**src/rtl/alu_cmd_queue.sv**
```systemverilog


module alu_cmd_queue #(
    parameter int DWIDTH = 8,
    parameter int DEPTH  = 4
) (
    input  logic                       clk_i,
    input  logic                       rst_ni,
    input  logic                       flush_i,
    input  logic                       in_valid_i,
    output logic                       in_ready_o,
    input  logic [1:0]                 in_sel_i,
    input  logic [DWIDTH-1:0]          in_op1_i,
    input  logic [DWIDTH-1:0]          in_op2_i,
    output logic                       out_valid_o,
    input  logic                       out_ready_i,
    output logic [1:0]                 sel_o,
    output logic [DWIDTH-1:0]          op1_o,
    output logic [DWIDTH-1:0]          op2_o,
    output logic [$clog2(DEPTH):0]     count_o,
    output logic [15:0]                stall_cnt_o
);

    localparam int AW = $clog2(DEPTH);
    localparam int CW = AW + 1;
    localparam int EW = 2 + 2 * DWIDTH;

    logic [EW-1:0] mem_q [DEPTH];
    logic [AW-1:0] wr_ptr_q, wr_ptr_d;
    logic [AW-1:0] rd_ptr_q, rd_ptr_d;
    logic [CW-1:0] count_q, count_d;
    logic [15:0]   stall_cnt_q, stall_cnt_d;

    logic push, pop;
    logic [EW-1:0] head;

    // Ready/valid come from registered occupancy only, so no in->out path exists.
    assign in_ready_o  = (count_q != CW'(DEPTH));
    assign out_valid_o = (count_q != '0);

    assign push = in_valid_i & in_ready_o & ~flush_i;
    assign pop  = out_valid_o & out_ready_i & ~flush_i;

    // NOTE: every always_comb output gets a default first so no latch is inferred.
    always_comb begin
        wr_ptr_d    = wr_ptr_q;
        rd_ptr_d    = rd_ptr_q;
        count_d     = count_q;
        stall_cnt_d = stall_cnt_q;

        if (in_valid_i && !in_ready_o && stall_cnt_q != 16'hFFFF) begin
            stall_cnt_d = stall_cnt_q + 16'd1;
        end

        if (flush_i) begin
            wr_ptr_d = '0;
            rd_ptr_d = '0;
            count_d  = '0;
        end else begin
            if (push) begin
                wr_ptr_d = wr_ptr_q + AW'(1);
            end
            if (pop) begin
                rd_ptr_d = rd_ptr_q + AW'(1);
            end
            if (push && !pop) begin
                count_d = count_q + CW'(1);
            end else if (pop && !push) begin
                count_d = count_q - CW'(1);
            end
        end
    end

    // NOTE: sequential state uses non-blocking assignments so all registers
    // update from the same pre-edge values.
    always_ff @(posedge clk_i or negedge rst_ni) begin
        if (!rst_ni) begin
            wr_ptr_q    <= '0;
            rd_ptr_q    <= '0;
            count_q     <= '0;
            stall_cnt_q <= '0;
        end else begin
            wr_ptr_q    <= wr_ptr_d;
            rd_ptr_q    <= rd_ptr_d;
            count_q     <= count_d;
            stall_cnt_q <= stall_cnt_d;
        end
    end

    // NOTE: storage is deliberately not reset; the head is masked while empty,
    // so stale entries are never visible.
    always_ff @(posedge clk_i) begin
        if (push) begin
            mem_q[wr_ptr_q] <= {in_sel_i, in_op1_i, in_op2_i};
        end
    end

    assign head = out_valid_o ? mem_q[rd_ptr_q] : '0;

    assign sel_o       = head[EW-1 -: 2];
    assign op1_o       = head[2*DWIDTH-1 -: DWIDTH];
    assign op2_o       = head[DWIDTH-1:0];
    assign count_o     = count_q;
    assign stall_cnt_o = stall_cnt_q;

endmodule
```
**config.mk**
```make
export PLATFORM = sky130hd
export DESIGN_NAME = alu_cmd_queue
export DESIGN_NICKNAME = d
export VERILOG_FILES = /design/src/rtl/alu_cmd_queue.sv
export SDC_FILE = /design/constraint.sdc
export NUM_CORES = 1
export LEC_CHECK = 0
export CAP_MARGIN = 20
export CORE_ASPECT_RATIO = 1.1
export CORE_MARGIN = 1.5
export CORE_UTILIZATION = 40
export CTS_CLUSTER_DIAMETER = 150
export DETAILED_ROUTE_END_ITERATION = 10
export PLACE_DENSITY = 0.67
export SLEW_MARGIN = 10
export SYNTH_ARGS = -nofsm -noshare
export SYNTH_HDL_FRONTEND = slang
export SYNTH_SLANG_ARGS = --single-unit
```
**constraint.sdc**
```tcl
create_clock -name clk_i -period 4.7 [get_ports clk_i]
set_input_delay 0.705 -clock clk_i [delete_from_list [all_inputs] [get_ports clk_i]]
set_output_delay 0.705 -clock clk_i [all_outputs]
set_load 0.03 [all_outputs]
```
== After elaboration in Yosys (flattened, before gate mapping) ==
Memories as Yosys holds them, arrays and structs flattened.
Cells that the tools add are included.

* Add/sub/neg operators: 5
* Equal/unequal tests: 2
* Multiplexer cells: 10
* Bitwise operators: 5
* Reduce and logical (&&, ||, !) cells: 11

{| class="wikitable"
|+ Operators by type and width
! kind !! count
|-
| $mux W18 || 1
|-
| $add A16 B1 Y16 const B || 1
|-
| $ne A16 B16 Y1 const B || 1
|-
| $mux W3 || 3
|-
| $mux W2 || 4
|-
| $reduce_bool A3 Y1 || 2
|-
| $add A2 B1 Y2 const B || 2
|-
| $and A1 B1 Y1 || 4
|-
| $logic_and A1 B1 Y1 || 4
|-
| $reduce_bool A2 Y1 || 2
|-
| $add A3 B1 Y3 const B || 1
|-
| $logic_not A1 Y1 || 3
|-
| $ne A3 B3 Y1 const B || 1
|-
| $sub A3 B1 Y3 const B || 1
|-
| $mux W1 || 2
|-
| $not A1 Y1 || 1
|}

* Register bits: 23
* RAM bits: 72
* Input bits: 23
* Output and inout port bits: 39
* Logic and storage cells: 38
* Memories kept: 1

{| class="wikitable"
|+ Memory list
! memory !! depth !! width !! rd ports !! clocked after memory_dff !! write ports !! line !! source
|-
| mem_q || 4 || 18 || 1 || 0 || 1 || 28 || <nowiki>logic [EW-1:0] mem_q [DEPTH];</nowiki>
|}

== Longest topological paths before layout ==
* Word-level depth: 8
* Gate-level depth with buffers: 9
* Mapped depth without buffers: 9

== Worst setup path before layout ==
Ideal clock, no wire load.

* Path kind: reg-to-reg
* Start point: register count_q[2], in the netlist count_o[2]
* End point: register count_q[2], in the netlist count_o[2]
* Library setup time: 0.125 ns
* Data arrival time: 2.432 ns
* Data required time: 4.575 ns
* Slack: 2.143 ns
* Stages on the path, launching flop included: 10
* Buffers on the path: 0
* Period minus slack after synthesis: 2.557 ns
* Path through: dfrtp_1 -> or3b_1 -> nand2_2 -> nor2_1 -> and2_1 -> fa_1 -> nand2_1 -> xnor2_1 -> nor2_1 -> a2111oi_0

* Elaborated cells on any way between the ends: 16
* Classes of those cells: 2 x add/sub; 1 x eq/ne; 3 x mux; 4 x bitwise; 6 x reduce/logical

{| class="wikitable"
|+ RTL lines
! element !! line !! source
|-
| start, declared || 31 || <nowiki>logic [CW-1:0] count_q, count_d;</nowiki>
|-
| start signal, assigned || 85 || <nowiki>count_q <= count_d;</nowiki>
|-
| $ne A3 B3 Y1 (*) || 38 || <nowiki>assign in_ready_o = (count_q != CW'(DEPTH));</nowiki>
|-
| via in_ready_o || 11 || <nowiki>output logic in_ready_o,</nowiki>
|-
| $and A1 B1 Y1 (*) (2 in a row) || 41 || <nowiki>assign push = in_valid_i & in_ready_o & ~flush_i;</nowiki>
|-
| $logic_and A1 B1 Y1 / $logic_not A1 Y1 (equally long branches) || 66, 68 ||
|-
| $mux W3 / $logic_and A1 B1 Y1 (equally long branches) || 66, 68 ||
|-
| $mux W3 / $reduce_bool A3 Y1 (equally long branches) || -- ||
|}

Mark *: on every way through the listed nets, which the timed path passes. The rest lies on a longest branch. The select of a mux whose other input is x is not followed.
A chain may end at the register's enable or synchronous reset.

== Worst setup path after layout ==
* Start point: register rd_ptr_q[1]
* End point: output port op1_o[0]

* Cells in the longest elaborated chain, start to end: 2

{| class="wikitable"
|+ RTL lines
! element !! line !! source
|-
| start, declared || 30 || <nowiki>logic [AW-1:0] rd_ptr_q, rd_ptr_d;</nowiki>
|-
| start signal, assigned || 84 || <nowiki>rd_ptr_q <= rd_ptr_d;</nowiki>
|-
| $mem_v2 Z4 W18 || -- ||
|-
| $mux W18 || 98 || <nowiki>assign head = out_valid_o ? mem_q[rd_ptr_q] : '0;</nowiki>
|-
| end, declared || 18 || <nowiki>output logic [DWIDTH-1:0] op1_o,</nowiki>
|}

No other way between the ends.

==> impl_metrics.env <==
export IMPL_detailroute_wirelength_met2_um=3320
export IMPL_io_pin_count=62
export IMPL_timing_critical_path_arrival_ps=2470
export IMPL_postPlaceCellArea_mm2=0.00475
export IMPL_routabilityCongestion=0.756
export IMPL_std_cell_rows=38
export IMPL_maxClockFrequency_mhz=315
export IMPL_max_clock_path_buffers=2
export IMPL_worst_ep_required_time_ps=3990
export IMPL_grt_pass1_wl_um=11500
export IMPL_synth_enable_flop_cells=72
export IMPL_slew_viol_final=0
export IMPL_peakVddDrop_mv=0.350
export IMPL_clkSinkCount=95
export IMPL_dieHeight_um=108
export IMPL_yosys_cell_count_top_type="sky130_fd_sc_hd__edfxtp_1"
export IMPL_number_of_antenna_violations_at_the_first_check_in_global_routing=0
export IMPL_worst_setup_path_end_kind="output port"
export IMPL_drive_above_1_share=0.141
export IMPL_port_buffers=61
export IMPL_timing_worst_setup_path_type="flip-flop to output port"
export IMPL_fin_setup_tns_ps=0
export IMPL_synthFlopType="sky130_fd_sc_hd__edfxtp_1"
export IMPL_globalRouteTotalUtil=0.143
export IMPL_timing_max_slew_rel_slack=0.371
export IMPL_first_pass_iters=7
export IMPL_vias_in_the_first_global_route=2259
export IMPL_grt_remaining_overflow=0
export IMPL_yosys_warnings=0
export IMPL_period_share=0.676
export IMPL_synth_lib_cells_used_distinct=40
export IMPL_switchingPower_mw=0.870
export IMPL_met3WireLength_um=289
export IMPL_post_route_worst_setup_slack_ps=1520
export IMPL_critical_path_max_stage_delay_ps=930
export IMPL_synth_area_per_cell_um2=16.6
export IMPL_stdcell_area_mm2=0.00492
export IMPL_uppermost_layer_routed="met4"
export IMPL_syn_cell_area_mm2=0.00402
export IMPL_rsz_0062_raised_after_global_routing="false"
export IMPL_die_width_um=98.6
export IMPL_place_ws_ps=1850
export IMPL_hold_violation_total_from_the_final_report=0
export IMPL_fraction_of_power_consumed_by_the_clock_network=0.188
export IMPL_failed_checks="design-rule violations"
export IMPL_cts_h_tree_lvls=3
export IMPL_antenna_left=0
export IMPL_critical_path_source_type="flip-flop"
export IMPL_dp_cells=415
export IMPL_area_growth_synth_to_final_pct=22.2
export IMPL_async_reset_ff_frac=0.242
export IMPL_cts_root_buf="sky130_fd_sc_hd__clkbuf_8"
export IMPL_core_box_area_mm2=0.00984
export IMPL_tritoncts_num_buffers=9
export IMPL_ctsHoldBuffers=0
export IMPL_worst_setup_path_startpoint="rd_ptr_q[1]"
export IMPL_power_share_combinational=0.392
export IMPL_switching_share=0.350
export IMPL_synth_nets=271
export IMPL_period_minus_slack_ps=3180
export IMPL_seq_power_share=0.420
export IMPL_crit_path_top_delay_cell="sky130_fd_sc_hd__dfrtp_1"
export IMPL_detail_route_iter0_violations=65
export IMPL_synthTopCellsByArea="sky130_fd_sc_hd__edfxtp_1 54%, sky130_fd_sc_hd__dfrtp_1 14%, sky130_fd_sc_hd__mux4_2 10%"
export IMPL_final_setup_viol_count=0
export IMPL_p_int_mw=1.62
export IMPL_post_synth_inst_count=242
export IMPL_detail_route_wl_per_cell_um=16.0
export IMPL_die_area_mm2=0.0107
export IMPL_final_nets=335
export IMPL_initial_core_util=0.409
export IMPL_power_density_mw_per_mm2=506
export IMPL_post_drt_via_cell_ratio=5.06
export IMPL_register_bit_count_reported_by_yosys=95
export IMPL_insertedDiodeCount=0
export IMPL_netlist_area_leader_share=0.537
export IMPL_place_hpwl_um=4480
export IMPL_cts_post_setup_buffers_inserted=0
export IMPL_ys_top_cells_by_count="72 x sky130_fd_sc_hd__edfxtp_1, 23 x sky130_fd_sc_hd__and2_1, 23 x sky130_fd_sc_hd__dfrtp_1"
export IMPL_drcViolationCount=3
export IMPL_drt_met1_wl_um=3180
export IMPL_wire_length_reported_by_the_detailed_router_um=6900
export IMPL_worstReg2RegStart="count_o[0]"
export IMPL_leakage_nw=1.71
export IMPL_clock_tree_from_tritoncts="yes"
export IMPL_fin_cells=431
export IMPL_via_count=2179
export IMPL_grt_max_degree=24
export IMPL_hp_class="input pin to asynchronous set/reset pin"
export IMPL_timing_critical_path_fanout_max=19
export IMPL_run_status="finished with violations"
export IMPL_clk_latency_ps=350
export IMPL_yosysTopAreaCell="sky130_fd_sc_hd__edfxtp_1"
export IMPL_worst_clock_skew_ps=5.71
export IMPL_clk_pin_slew_worst_paths_ps=90
export IMPL_worst_slew_pin_slew_ps=943
export IMPL_ctsResizeCount=0
export IMPL_crit_path_cell_trace="mux4_2 -> and2_1 -> clkdlybuf4s50_1"
export IMPL_synth_seq_area_share=0.680
export IMPL_max_cap_violations=0
[final cells by class]
type                            instances  area [um2]
Fill cell                             849        4930
Sequential cell                        95        2740
Multi-Input combinational cell        132        1220
Timing Repair Buffer                   62         613
Tap cell                              120         150
Clock buffer                            9         124
Clock inverter                          7        46.3
Inverter                                6        22.5
[stage by stage]
stage	hold WS (ps)	total power, mW	util
6_report	324	2.49	0.499
5_1_grt	348	2.63	0.499
4_1_cts	529	2.52	0.500
3_5_place_dp	512	2.05	0.483
3_3_place_gp	509	2.04	0.483
2_1_floorplan	409	1.69	-
[layer usage]
metal  track usage  vias up
met3        0.0291       11
li1              -     1047
met2         0.231       54
met4        0.0612        0
met5             0        -
met1         0.189     1067
[worst max-delay path: cells and delay by family (launching register included)]
family | cells | cell delay, ps
buffers and inverters | 1 | 590
flip-flops | 1 | 930
multiplexers | 1 | 430
AND/OR/NAND/NOR | 1 | 170
[power by group through the flow]
stage,Combinational (mW),Sequential [mW],Clock (mW)
2_1_floorplan,0.603,1.09,0
3_3_place_gp,0.982,1.06,0
3_5_place_dp,0.990,1.06,0
4_1_cts,0.992,1.05,0.487
5_1_grt,1.05,1.06,0.518
6_report,0.975,1.04,0.468
[cells in the final DEF (no fill, tap or decap), types with 4 or more instances in the layout]
| cell type | count |
|---|---|
| sky130_fd_sc_hd__xor2_1 | 7 |
| sky130_fd_sc_hd__nor2_1 | 12 |
| sky130_fd_sc_hd__inv_1 | 6 |
| sky130_fd_sc_hd__and2_1 | 23 |
| sky130_fd_sc_hd__nand3_1 | 7 |
| sky130_fd_sc_hd__edfxtp_1 | 72 |
| sky130_fd_sc_hd__clkbuf_8 | 9 |
| sky130_fd_sc_hd__dfrtp_1 | 23 |
| sky130_fd_sc_hd__nand4_1 | 8 |
| sky130_fd_sc_hd__clkdlybuf4s50_1 | 60 |
| sky130_fd_sc_hd__nand2_1 | 8 |
| sky130_fd_sc_hd__ha_1 | 5 |
| sky130_fd_sc_hd__mux4_2 | 18 |
| sky130_fd_sc_hd__mux2_2 | 4 |
| sky130_fd_sc_hd__nor3_1 | 5 |
| sky130_fd_sc_hd__xnor2_1 | 9 |
[cells by family (layout without fill, tap and decap cells)]
group | count (synthesis) | in the layout | share of synthesized area
DFF | 95 | 95 | 0.680
and+or+nand+nor | 78 | 78 | 0.118
muxes | 24 | 24 | 0.117
xor gates and xnor gates | 16 | 16 | 0.0348
buffers and inverters | 15 | 84 | 0.0159
AOI/OAI and AO/OA | 8 | 8 | 0.0134
adders and majority gates | 6 | 6 | 0.0205
[final timing paths]
kind	endpoint	slack (ps)	cells past startpoint
setup / recovery	op1_o[0]	1520	3
hold / removal	stall_cnt_o[8]	320	1
setup reg to reg	count_o[2]	2120	8
hold reg to reg	stall_cnt_o[4]	520	1
max in group asynchronous	wr_ptr_q[0]	4020	1
min in group clk_i	stall_cnt_o[4]	520	1
[state kept, by name, indices dropped and copies added (netlist names)]
register     count
count_o          3
stall_cnt_o     16
rd_ptr_q         2
mem_q           72
wr_ptr_q         2
Power figures use the tool's default switching activity.
